--- config.mk ---
export PLATFORM = sky130hd
export DESIGN_NAME = decode_stage
export DESIGN_NICKNAME = d
export VERILOG_FILES = /design/src/rtl/decode_stage.sv
export SDC_FILE = /design/constraint.sdc
export NUM_CORES = 1
export LEC_CHECK = 0
export BUFFER_PORTS_ARGS = -buffer_cell sky130_fd_sc_hd__clkbuf_2
export CORE_AREA = 3 3 158 160
export DETAILED_ROUTE_END_ITERATION = 7
export DIE_AREA = 0 0 161 163
export GPL_TIMING_DRIVEN = 0
export HOLD_SLACK_MARGIN = 0.15
export PLACE_DENSITY = 0.89
export SYNTH_ARGS = -nofsm -noshare
export SYNTH_HDL_FRONTEND = slang
export SYNTH_SLANG_ARGS = --single-unit
--- constraint.sdc ---
create_clock -name clk -period 1.9 [get_ports clk]
set_clock_uncertainty 0.1 [all_clocks]
set_input_delay 0.19 -clock clk [delete_from_list [all_inputs] [get_ports clk]]
set_output_delay 0.19 -clock clk [all_outputs]
set_load 0.02 [all_outputs]
--- src/rtl/decode_stage.sv ---
// RV32I decode stage: splits fetch bundles into ALU operands, control flags and branch targets,
// held in a one-entry valid/ready pipeline register in front of execute.
module decode_stage (
  input  logic        clk,
  input  logic        rst_n,
  input  logic        if_valid,
  output logic        if_ready,
  input  logic [31:0] if_pc,
  input  logic [31:0] if_insn,
  output logic [4:0]  rs1_addr,
  output logic [4:0]  rs2_addr,
  input  logic [31:0] rs1_data,
  input  logic [31:0] rs2_data,
  input  logic        flush,
  input  logic        ex_ready,
  output logic        id_valid,
  output logic [5:0]  alucode,
  output logic [31:0] op1,
  output logic [31:0] op2,
  output logic [31:0] store_data,
  output logic [4:0]  rd_addr,
  output logic        reg_we,
  output logic        is_load,
  output logic        is_store,
  output logic [31:0] id_pc,
  output logic [31:0] br_target,
  output logic        illegal
);

  localparam logic [5:0] ALU_LUI  = 6'd0;
  localparam logic [5:0] ALU_JAL  = 6'd1;
  localparam logic [5:0] ALU_JALR = 6'd2;
  localparam logic [5:0] ALU_BEQ  = 6'd3;
  localparam logic [5:0] ALU_BNE  = 6'd4;
  localparam logic [5:0] ALU_BLT  = 6'd5;
  localparam logic [5:0] ALU_BGE  = 6'd6;
  localparam logic [5:0] ALU_BLTU = 6'd7;
  localparam logic [5:0] ALU_BGEU = 6'd8;
  localparam logic [5:0] ALU_LB   = 6'd9;
  localparam logic [5:0] ALU_LH   = 6'd10;
  localparam logic [5:0] ALU_LW   = 6'd11;
  localparam logic [5:0] ALU_LBU  = 6'd12;
  localparam logic [5:0] ALU_LHU  = 6'd13;
  localparam logic [5:0] ALU_SB   = 6'd14;
  localparam logic [5:0] ALU_SH   = 6'd15;
  localparam logic [5:0] ALU_SW   = 6'd16;
  localparam logic [5:0] ALU_ADD  = 6'd17;
  localparam logic [5:0] ALU_SUB  = 6'd18;
  localparam logic [5:0] ALU_SLT  = 6'd19;
  localparam logic [5:0] ALU_SLTU = 6'd20;
  localparam logic [5:0] ALU_XOR  = 6'd21;
  localparam logic [5:0] ALU_OR   = 6'd22;
  localparam logic [5:0] ALU_AND  = 6'd23;
  localparam logic [5:0] ALU_SLL  = 6'd24;
  localparam logic [5:0] ALU_SRL  = 6'd25;
  localparam logic [5:0] ALU_SRA  = 6'd26;

  localparam logic [6:0] OPC_OP     = 7'b0110011;
  localparam logic [6:0] OPC_OP_IMM = 7'b0010011;
  localparam logic [6:0] OPC_LUI    = 7'b0110111;
  localparam logic [6:0] OPC_AUIPC  = 7'b0010111;
  localparam logic [6:0] OPC_JAL    = 7'b1101111;
  localparam logic [6:0] OPC_JALR   = 7'b1100111;
  localparam logic [6:0] OPC_BRANCH = 7'b1100011;
  localparam logic [6:0] OPC_LOAD   = 7'b0000011;
  localparam logic [6:0] OPC_STORE  = 7'b0100011;

  localparam logic [6:0] F7_BASE = 7'b0000000;
  localparam logic [6:0] F7_ALT  = 7'b0100000;

  // Handshake: a transfer happens on a rising edge where valid && ready; valid never
  // depends on ready, and the payload is stable whenever id_valid is high and ex_ready low.
  logic capture;

  logic [6:0]  opcode;
  logic [2:0]  funct3;
  logic [6:0]  funct7;
  logic [31:0] imm_i, imm_s, imm_b, imm_u, imm_j;
  logic [31:0] shamt;

  logic [5:0]  d_alucode;
  logic [31:0] d_op1, d_op2, d_store_data, d_br_target;
  logic [4:0]  d_rd_addr;
  logic        d_writes, d_reg_we, d_is_load, d_is_store, d_illegal;

  assign opcode   = if_insn[6:0];
  assign funct3   = if_insn[14:12];
  assign funct7   = if_insn[31:25];
  assign rs1_addr = if_insn[19:15];
  assign rs2_addr = if_insn[24:20];

  assign imm_i = {{20{if_insn[31]}}, if_insn[31:20]};
  assign imm_s = {{20{if_insn[31]}}, if_insn[31:25], if_insn[11:7]};
  assign imm_b = {{19{if_insn[31]}}, if_insn[31], if_insn[7], if_insn[30:25], if_insn[11:8], 1'b0};
  assign imm_u = {if_insn[31:12], 12'h000};
  assign imm_j = {{11{if_insn[31]}}, if_insn[31], if_insn[19:12], if_insn[20], if_insn[30:21], 1'b0};
  assign shamt = {27'd0, if_insn[24:20]};

  assign if_ready = !id_valid || ex_ready;
  assign capture  = if_valid && if_ready && !flush;

  always_comb begin
    d_alucode    = ALU_ADD;
    d_op1        = 32'd0;
    d_op2        = 32'd0;
    d_store_data = 32'd0;
    d_br_target  = 32'd0;
    d_writes     = 1'b0;
    d_is_load    = 1'b0;
    d_is_store   = 1'b0;
    d_illegal    = 1'b0;

    case (opcode)
      OPC_OP: begin
        d_op1    = rs1_data;
        d_op2    = rs2_data;
        d_writes = 1'b1;
        case (funct3)
          3'd0: begin
            if (funct7 == F7_BASE)     d_alucode = ALU_ADD;
            else if (funct7 == F7_ALT) d_alucode = ALU_SUB;
            else                       d_illegal = 1'b1;
          end
          3'd5: begin
            if (funct7 == F7_BASE)     d_alucode = ALU_SRL;
            else if (funct7 == F7_ALT) d_alucode = ALU_SRA;
            else                       d_illegal = 1'b1;
          end
          default: begin
            if (funct7 != F7_BASE) d_illegal = 1'b1;
            case (funct3)
              3'd1:    d_alucode = ALU_SLL;
              3'd2:    d_alucode = ALU_SLT;
              3'd3:    d_alucode = ALU_SLTU;
              3'd4:    d_alucode = ALU_XOR;
              3'd6:    d_alucode = ALU_OR;
              default: d_alucode = ALU_AND;
            endcase
          end
        endcase
      end
      OPC_OP_IMM: begin
        d_op1    = rs1_data;
        d_op2    = imm_i;
        d_writes = 1'b1;
        case (funct3)
          3'd0: d_alucode = ALU_ADD;
          3'd2: d_alucode = ALU_SLT;
          3'd3: d_alucode = ALU_SLTU;
          3'd4: d_alucode = ALU_XOR;
          3'd6: d_alucode = ALU_OR;
          3'd7: d_alucode = ALU_AND;
          3'd1: begin
            d_op2 = shamt;
            if (funct7 == F7_BASE) d_alucode = ALU_SLL;
            else                   d_illegal = 1'b1;
          end
          default: begin
            d_op2 = shamt;
            if (funct7 == F7_BASE)     d_alucode = ALU_SRL;
            else if (funct7 == F7_ALT) d_alucode = ALU_SRA;
            else                       d_illegal = 1'b1;
          end
        endcase
      end
      OPC_LUI: begin
        d_alucode = ALU_LUI;
        d_op2     = imm_u;
        d_writes  = 1'b1;
      end
      OPC_AUIPC: begin
        d_alucode = ALU_ADD;
        d_op1     = if_pc;
        d_op2     = imm_u;
        d_writes  = 1'b1;
      end
      OPC_JAL: begin
        d_alucode   = ALU_JAL;
        d_op2       = if_pc;
        d_br_target = if_pc + imm_j;
        d_writes    = 1'b1;
      end
      OPC_JALR: begin
        d_alucode   = ALU_JALR;
        d_op1       = rs1_data;
        d_op2       = if_pc;
        d_br_target = (rs1_data + imm_i) & ~32'd1;
        d_writes    = 1'b1;
        if (funct3 != 3'd0) d_illegal = 1'b1;
      end
      OPC_BRANCH: begin
        d_op1       = rs1_data;
        d_op2       = rs2_data;
        d_br_target = if_pc + imm_b;
        case (funct3)
          3'd0:    d_alucode = ALU_BEQ;
          3'd1:    d_alucode = ALU_BNE;
          3'd4:    d_alucode = ALU_BLT;
          3'd5:    d_alucode = ALU_BGE;
          3'd6:    d_alucode = ALU_BLTU;
          3'd7:    d_alucode = ALU_BGEU;
          default: d_illegal = 1'b1;
        endcase
      end
      OPC_LOAD: begin
        d_op1     = rs1_data;
        d_op2     = imm_i;
        d_is_load = 1'b1;
        d_writes  = 1'b1;
        case (funct3)
          3'd0:    d_alucode = ALU_LB;
          3'd1:    d_alucode = ALU_LH;
          3'd2:    d_alucode = ALU_LW;
          3'd4:    d_alucode = ALU_LBU;
          3'd5:    d_alucode = ALU_LHU;
          default: d_illegal = 1'b1;
        endcase
      end
      OPC_STORE: begin
        d_op1        = rs1_data;
        d_op2        = imm_s;
        d_store_data = rs2_data;
        d_is_store   = 1'b1;
        case (funct3)
          3'd0:    d_alucode = ALU_SB;
          3'd1:    d_alucode = ALU_SH;
          3'd2:    d_alucode = ALU_SW;
          default: d_illegal = 1'b1;
        endcase
      end
      default: d_illegal = 1'b1;
    endcase

    // An illegal encoding turns into a harmless ADD 0,0 with every side effect suppressed.
    if (d_illegal) begin
      d_alucode    = ALU_ADD;
      d_op1        = 32'd0;
      d_op2        = 32'd0;
      d_store_data = 32'd0;
      d_br_target  = 32'd0;
      d_writes     = 1'b0;
      d_is_load    = 1'b0;
      d_is_store   = 1'b0;
    end
  end

  assign d_rd_addr = d_writes ? if_insn[11:7] : 5'd0;
  assign d_reg_we  = d_writes && (d_rd_addr != 5'd0);

  always_ff @(posedge clk or negedge rst_n) begin
    if (!rst_n) begin
      id_valid   <= 1'b0;
      alucode    <= 6'd0;
      op1        <= 32'd0;
      op2        <= 32'd0;
      store_data <= 32'd0;
      rd_addr    <= 5'd0;
      reg_we     <= 1'b0;
      is_load    <= 1'b0;
      is_store   <= 1'b0;
      id_pc      <= 32'd0;
      br_target  <= 32'd0;
      illegal    <= 1'b0;
    end else begin
      if (flush)         id_valid <= 1'b0;
      else if (capture)  id_valid <= 1'b1;
      else if (ex_ready) id_valid <= 1'b0;

      if (capture) begin
        alucode    <= d_alucode;
        op1        <= d_op1;
        op2        <= d_op2;
        store_data <= d_store_data;
        rd_addr    <= d_rd_addr;
        reg_we     <= d_reg_we;
        is_load    <= d_is_load;
        is_store   <= d_is_store;
        id_pc      <= if_pc;
        br_target  <= d_br_target;
        illegal    <= d_illegal;
      end
    end
  end

endmodule
* Yosys cells after proc, flatten, opt, wreduce, memory -nomap -nowiden
Index checks and enable logic that the tools add are counted.
** Storage, ports and cells
- Register bits :: 176
- Input port bits :: 133
- Output and inout bits :: 187
- Word-level logic and storage cells :: 98
** Cells by class
- Add/sub/neg operators :: 3
- Eq/ne operators :: 17
- Mux-type cells :: 43
- Reduce and logical (&&, ||, !) cells :: 23
** Operators with widths (number)
- $mux W32 :: 6
- $pmux W32 S6 :: 1
- $add A32 B32 Y32 :: 3
- $pmux W32 S3 :: 1
- $pmux W32 S2 :: 1
- $pmux W6 S8 :: 1
- $pmux W6 S7 :: 1
- $pmux W5 S6 :: 1
- $eq A7 B6 Y1 const B :: 4
- $pmux W5 S5 :: 1
- $eq A7 B7 Y1 const B :: 3
- $pmux W4 S5 :: 1
- $mux W1 :: 18
- $reduce_or A6 Y1 :: 3
- $pmux W5 S3 :: 1
- $eq A7 B5 Y1 const B :: 2
- $eq A3 B3 Y1 const B :: 4
- $mux W4 :: 3
- $pmux W6 S2 :: 1
- $reduce_or A2 Y1 :: 4
- $eq A7 B2 Y1 const B :: 1
- $logic_not A7 Y1 :: 1
- $pmux W1 S7 :: 1
- $reduce_bool A7 Y1 :: 1
- other kinds (15) :: 22

* Logic depth before layout (Yosys ltp)
- Depth in word-level cells :: 9
- Depth in mapped cells :: 19
- Depth with buffers taken out :: 17

* Worst setup path before layout
No wires, ideal clock.
- Kind :: input port to flip-flop
- From :: in if_insn[4]
- To :: reg br_target[31]
- Setup time :: 0.124 ns
- Arrival :: 3.637 ns
- Data required time :: 1.676 ns
- Path slack :: -1.960 ns
- Cell stages on the path :: 19
- Path buffers :: 3
- Cell sequence :: buf_2 > and3b_1 > nand2_1 > clkbuf_1 > buf_1 > nand2_1 > nand2_1 > ha_1 > inv_1 > fa_1 > nand2b_1 > a21oi_1 > or3_1 > a31oi_1 > a2111oi_0 > o31ai_1 > o21ai_1 > xnor2_1 > a211o_1
** Between the ends
- Longest elaborated chain between the ends :: 4
- Elaborated cells between the ends (all ways) :: 13
- Those cells by class :: 9 x eq/ne; 3 x mux; 1 x reduce/logical
** Ends and longest elaborated chain
- start, declared :: line 9 : input logic [31:0] if_insn,
- $eq A7 B7 Y1 (tied with other cells) :: line 113 : case (opcode)
- $reduce_or A3 Y1 (no line)
- $pmux W1 S7 :: line 113
- $mux W32 (*) :: line 235 : if (d_illegal) begin
- end signal, assigned :: line 279 : br_target <= d_br_target;
- end, declared :: line 26 : output logic [31:0] br_target,
Every way passes the cells marked *; elsewhere a longest branch is shown, timed or not.
A chain may end at the register's enable or synchronous reset.

* Worst setup path in the final report
- From :: in if_insn[4]
- To :: reg br_target[24]
Same word-level chain as after synthesis.

==> run summary <==
Final min period = 3.08 ns
Syn-to-layout area delta = 53.3%
R2R cell count = 7
CTS sink cnt = 175
Initial Util = 48.1%
Crit path max-delay family = compound AO/OA/AOI/OAI gates
RSZ-0062 raised after global routing = yes
via count = 13,600
die footprint = 26,200 um^2
max cap viols = 0
hpwl dp = 35.1 mm
Die Y = 163 um
Achievable Freq = 325 MHz
R2R Path End = br_target[27]
I/O Pins = 320
largest net degree at the start of global routing = 111
final core occ = 73.7%
PortBufs = 312
CTS Buf Count = 17
internal power = 6.85 mW
Final Hold Fails = 0
crit path DAT = 3.30 ns
vias per inst = 6.45
switch share = 35.6%
Yosys reg bits = 175
# setup viols final = 140
Setup Crit Path Kind = in -> reg
critical path endpoint category = flop
failing checks = setup timing
Max clock buf depth = 2
syn_area_per_cell = 8.95 um^2
Tcrit/Tclk final = 162%
worst endpoint required time = 2.13 ns
slowest stage delay, CP = 0.46 ns
Clock power frac = 34.6%
Sequential Power Share = 36.7%
count of cell types in the netlist = 72
Final WS setup = -1.18 ns
Mapped Area = 11,300 um^2
Final Max Tran Viols = 0
antenna violations before repair = 3
status = finished, violations left
fin area = 17,300 um^2
GRT Overall Usage = 39.1%
Synth Instances = 1,264
most frequent cells in the layout = clkbuf_2 (327), nand2_1 (228), dfrtp_1 (175)
VDD IR-drop max = 0.724 mV
crit-path max FO = 8
power per cell area = 613 nW/um^2
area post-placement = 13,500 um^2
commonest non-fill, non-tap cell in the layout = clkbuf_2
Synth warnings = 0
Pwr Total = 10.6 mW
Slew HR = 49.7%
H-tree depth = 4
CTS tree = built
Post-synth EDFFs = 0
Least-Margin Pin Slew = 0.755 ns
P_leak = 8.35 nW
clk root buf = clkbuf_16
Total Routed Length = 53.4 mm
first-pass GRT wire length = 79.4 mm
Initial DRC Count = 1,967
Worst Setup Start Kind = primary input
CTS clk-pin slew, worst paths = 0.08 ns
crit path from = if_insn[4]
Row Count = 56
RR Startpoint = id_valid
async set or reset register ratio after synthesis = 100%
CORE AREA = 23,500 um^2
sequential cell area fraction in the yosys report = 38.7%
NumNets Final = 1,974
Hold Path Origin = if_pc[6]
Critical path buffers and inverters = 4
Hold WC Path Type = in -> reg
reported net switching power = 3.79 mW
Worst Hold Depth = 3
Hold Path Sink = op2[6]
Syn Nets = 1,462
Post-synth top flop = dfrtp_1
Comb power frac = 28.8%
First-pass DRT Iterations = 8
Reg2Reg Setup Slack = -0.27 ns
Crit-path slowest cell = a2111oi_4
number of global-route vias before repair = 13,700
WL/cell = 25.3 um
crit-path cells = buf_12 > and3b_2 > nand2_2 > buf_8 > buf_8 > nand2_2 > nand2_1 > ha_2 > buf_4 > a211oi_4 > o21ai_2 > and3b_2 > a2111oi_4 > nor2_2 > a21oi_2 > o21bai_1 > xor2_1 > a221o_1
count of filler cells inserted in the layout = 1,589
Skew-Pair Late Insertion Delay = 0.44 ns
share of cells above drive strength 1 = 37.3%
gr ovfl total = 0
die width = 161 um
ANT nets after route = 0
DRC violation count after routing = 0
GPL Wtd Cong = 0.973
[power groups by stage]
stage               Sequential, mW  Combinational [mW]  Clock, mW
floorplan                     4.10                1.28          0
global placement              3.96                2.23          0
detailed placement            3.96                2.28          0
CTS                           3.89                2.82       3.66
global route                  3.91                3.24       3.82
finish                        3.90                3.06       3.68
[worst max path at each step]
stage                endpoint  slack [ns]  cells past startpoint
2_1_floorplan   br_target[31]       -1.35                     19
3_3_place_gp   store_data[24]       -2.70                      1
3_5_place_dp    br_target[31]       -2.25                     15
4_1_cts         br_target[31]       -1.17                     19
5_1_grt         br_target[24]       -1.27                     19
6_report        br_target[24]       -1.18                     18
[layout make-up]
class	instances	area (um^2)	share of cell area [%]
flip-flops and latches	175	4380	25.3
clock inverters	15	166	0.960
multi-input cells	981	7620	43.9
diodes	2	5.00	0.0289
inverters	15	56.3	0.325
plain buffers	87	717	4.13
clock buffers	17	425	2.45
well taps	319	399	2.30
repair buffers	499	3580	20.6
[worst min-delay path: cells and delay by family]
kind,cells,cell delay [ns]
AOI/OAI and AO/OA,2,0.34
buffers and inverters,1,0.15
[state kept, by name, summed over array words and instances (netlist names)]
register,cells
is_load,1
rd_addr,5
reg_we,1
br_target,32
id_valid,1
id_pc,32
op1,32
store_data,32
illegal,1
alucode,5
op2,32
is_store,1
[Yosys cell counts, types with 30 or more instances]
| library cell | number | share of area (%) |
|---|---|---|
| a22o_1 | 41 | 3.2 |
| a22oi_1 | 39 | 2.6 |
| a21o_1 | 52 | 3.4 |
| dfrtp_1 | 175 | 39 |
| o21ai_0 | 76 | 3.4 |
| nand2_1 | 241 | 8.0 |
| o31ai_1 | 30 | 2.0 |
| xor2_1 | 32 | 2.5 |
| nor2_1 | 34 | 1.1 |
| clkbuf_1 | 66 | 2.2 |
| a21oi_1 | 82 | 3.6 |
| ha_1 | 63 | 7.0 |
[cells by family after synthesis]
group	share of synthesized area, %
AOI/OAI and AO/OA	29.2
and+or+nand+nor	15.8
DFF	38.7
buffers and inverters	4.46
adders and majority gates	7.32
xor gates and xnor gates	4.33
other	0.0331
muxes	0.0885
[timing repair]
action / CTS / global route
gates cloned: 9 / 1
endpoints found under the hold margin: 197 / 0
endpoints found under the setup margin: 174 / 174
pin swaps: 87 / 77
resized for setup: 252 / 97
setup buffers: 58 / 15
hold buffers: 108 / 0
[metrics by stage]
stage / setup slack (ns) / hold slack (ns) / cells / TNS, ns
2_1_floorplan: -1.35 / -0.206 / 1264 / -74.85
3_3_place_gp: -2.70 / 0.283 / 1895 / -708.43
3_5_place_dp: -2.25 / 0.124 / 1896 / -248.37
4_1_cts: -1.17 / 0.156 / 2100 / -50.20
5_1_grt: -1.27 / 0.183 / 2109 / -63.74
6_report: -1.18 / 0.174 / 2110 / -53.94
[metal layers]
layer / part of all wire, % / vias up / GRT usage [%]
li1: - / 5736 / -
met1: 35 / 6466 / 46.3
met2: 46 / 1109 / 65.0
met3: 12 / 300 / 11.1
met4: 6.5 / 4 / 20.1
met5: 0.060 / - / 0
Power figures use the tool's default switching activity.
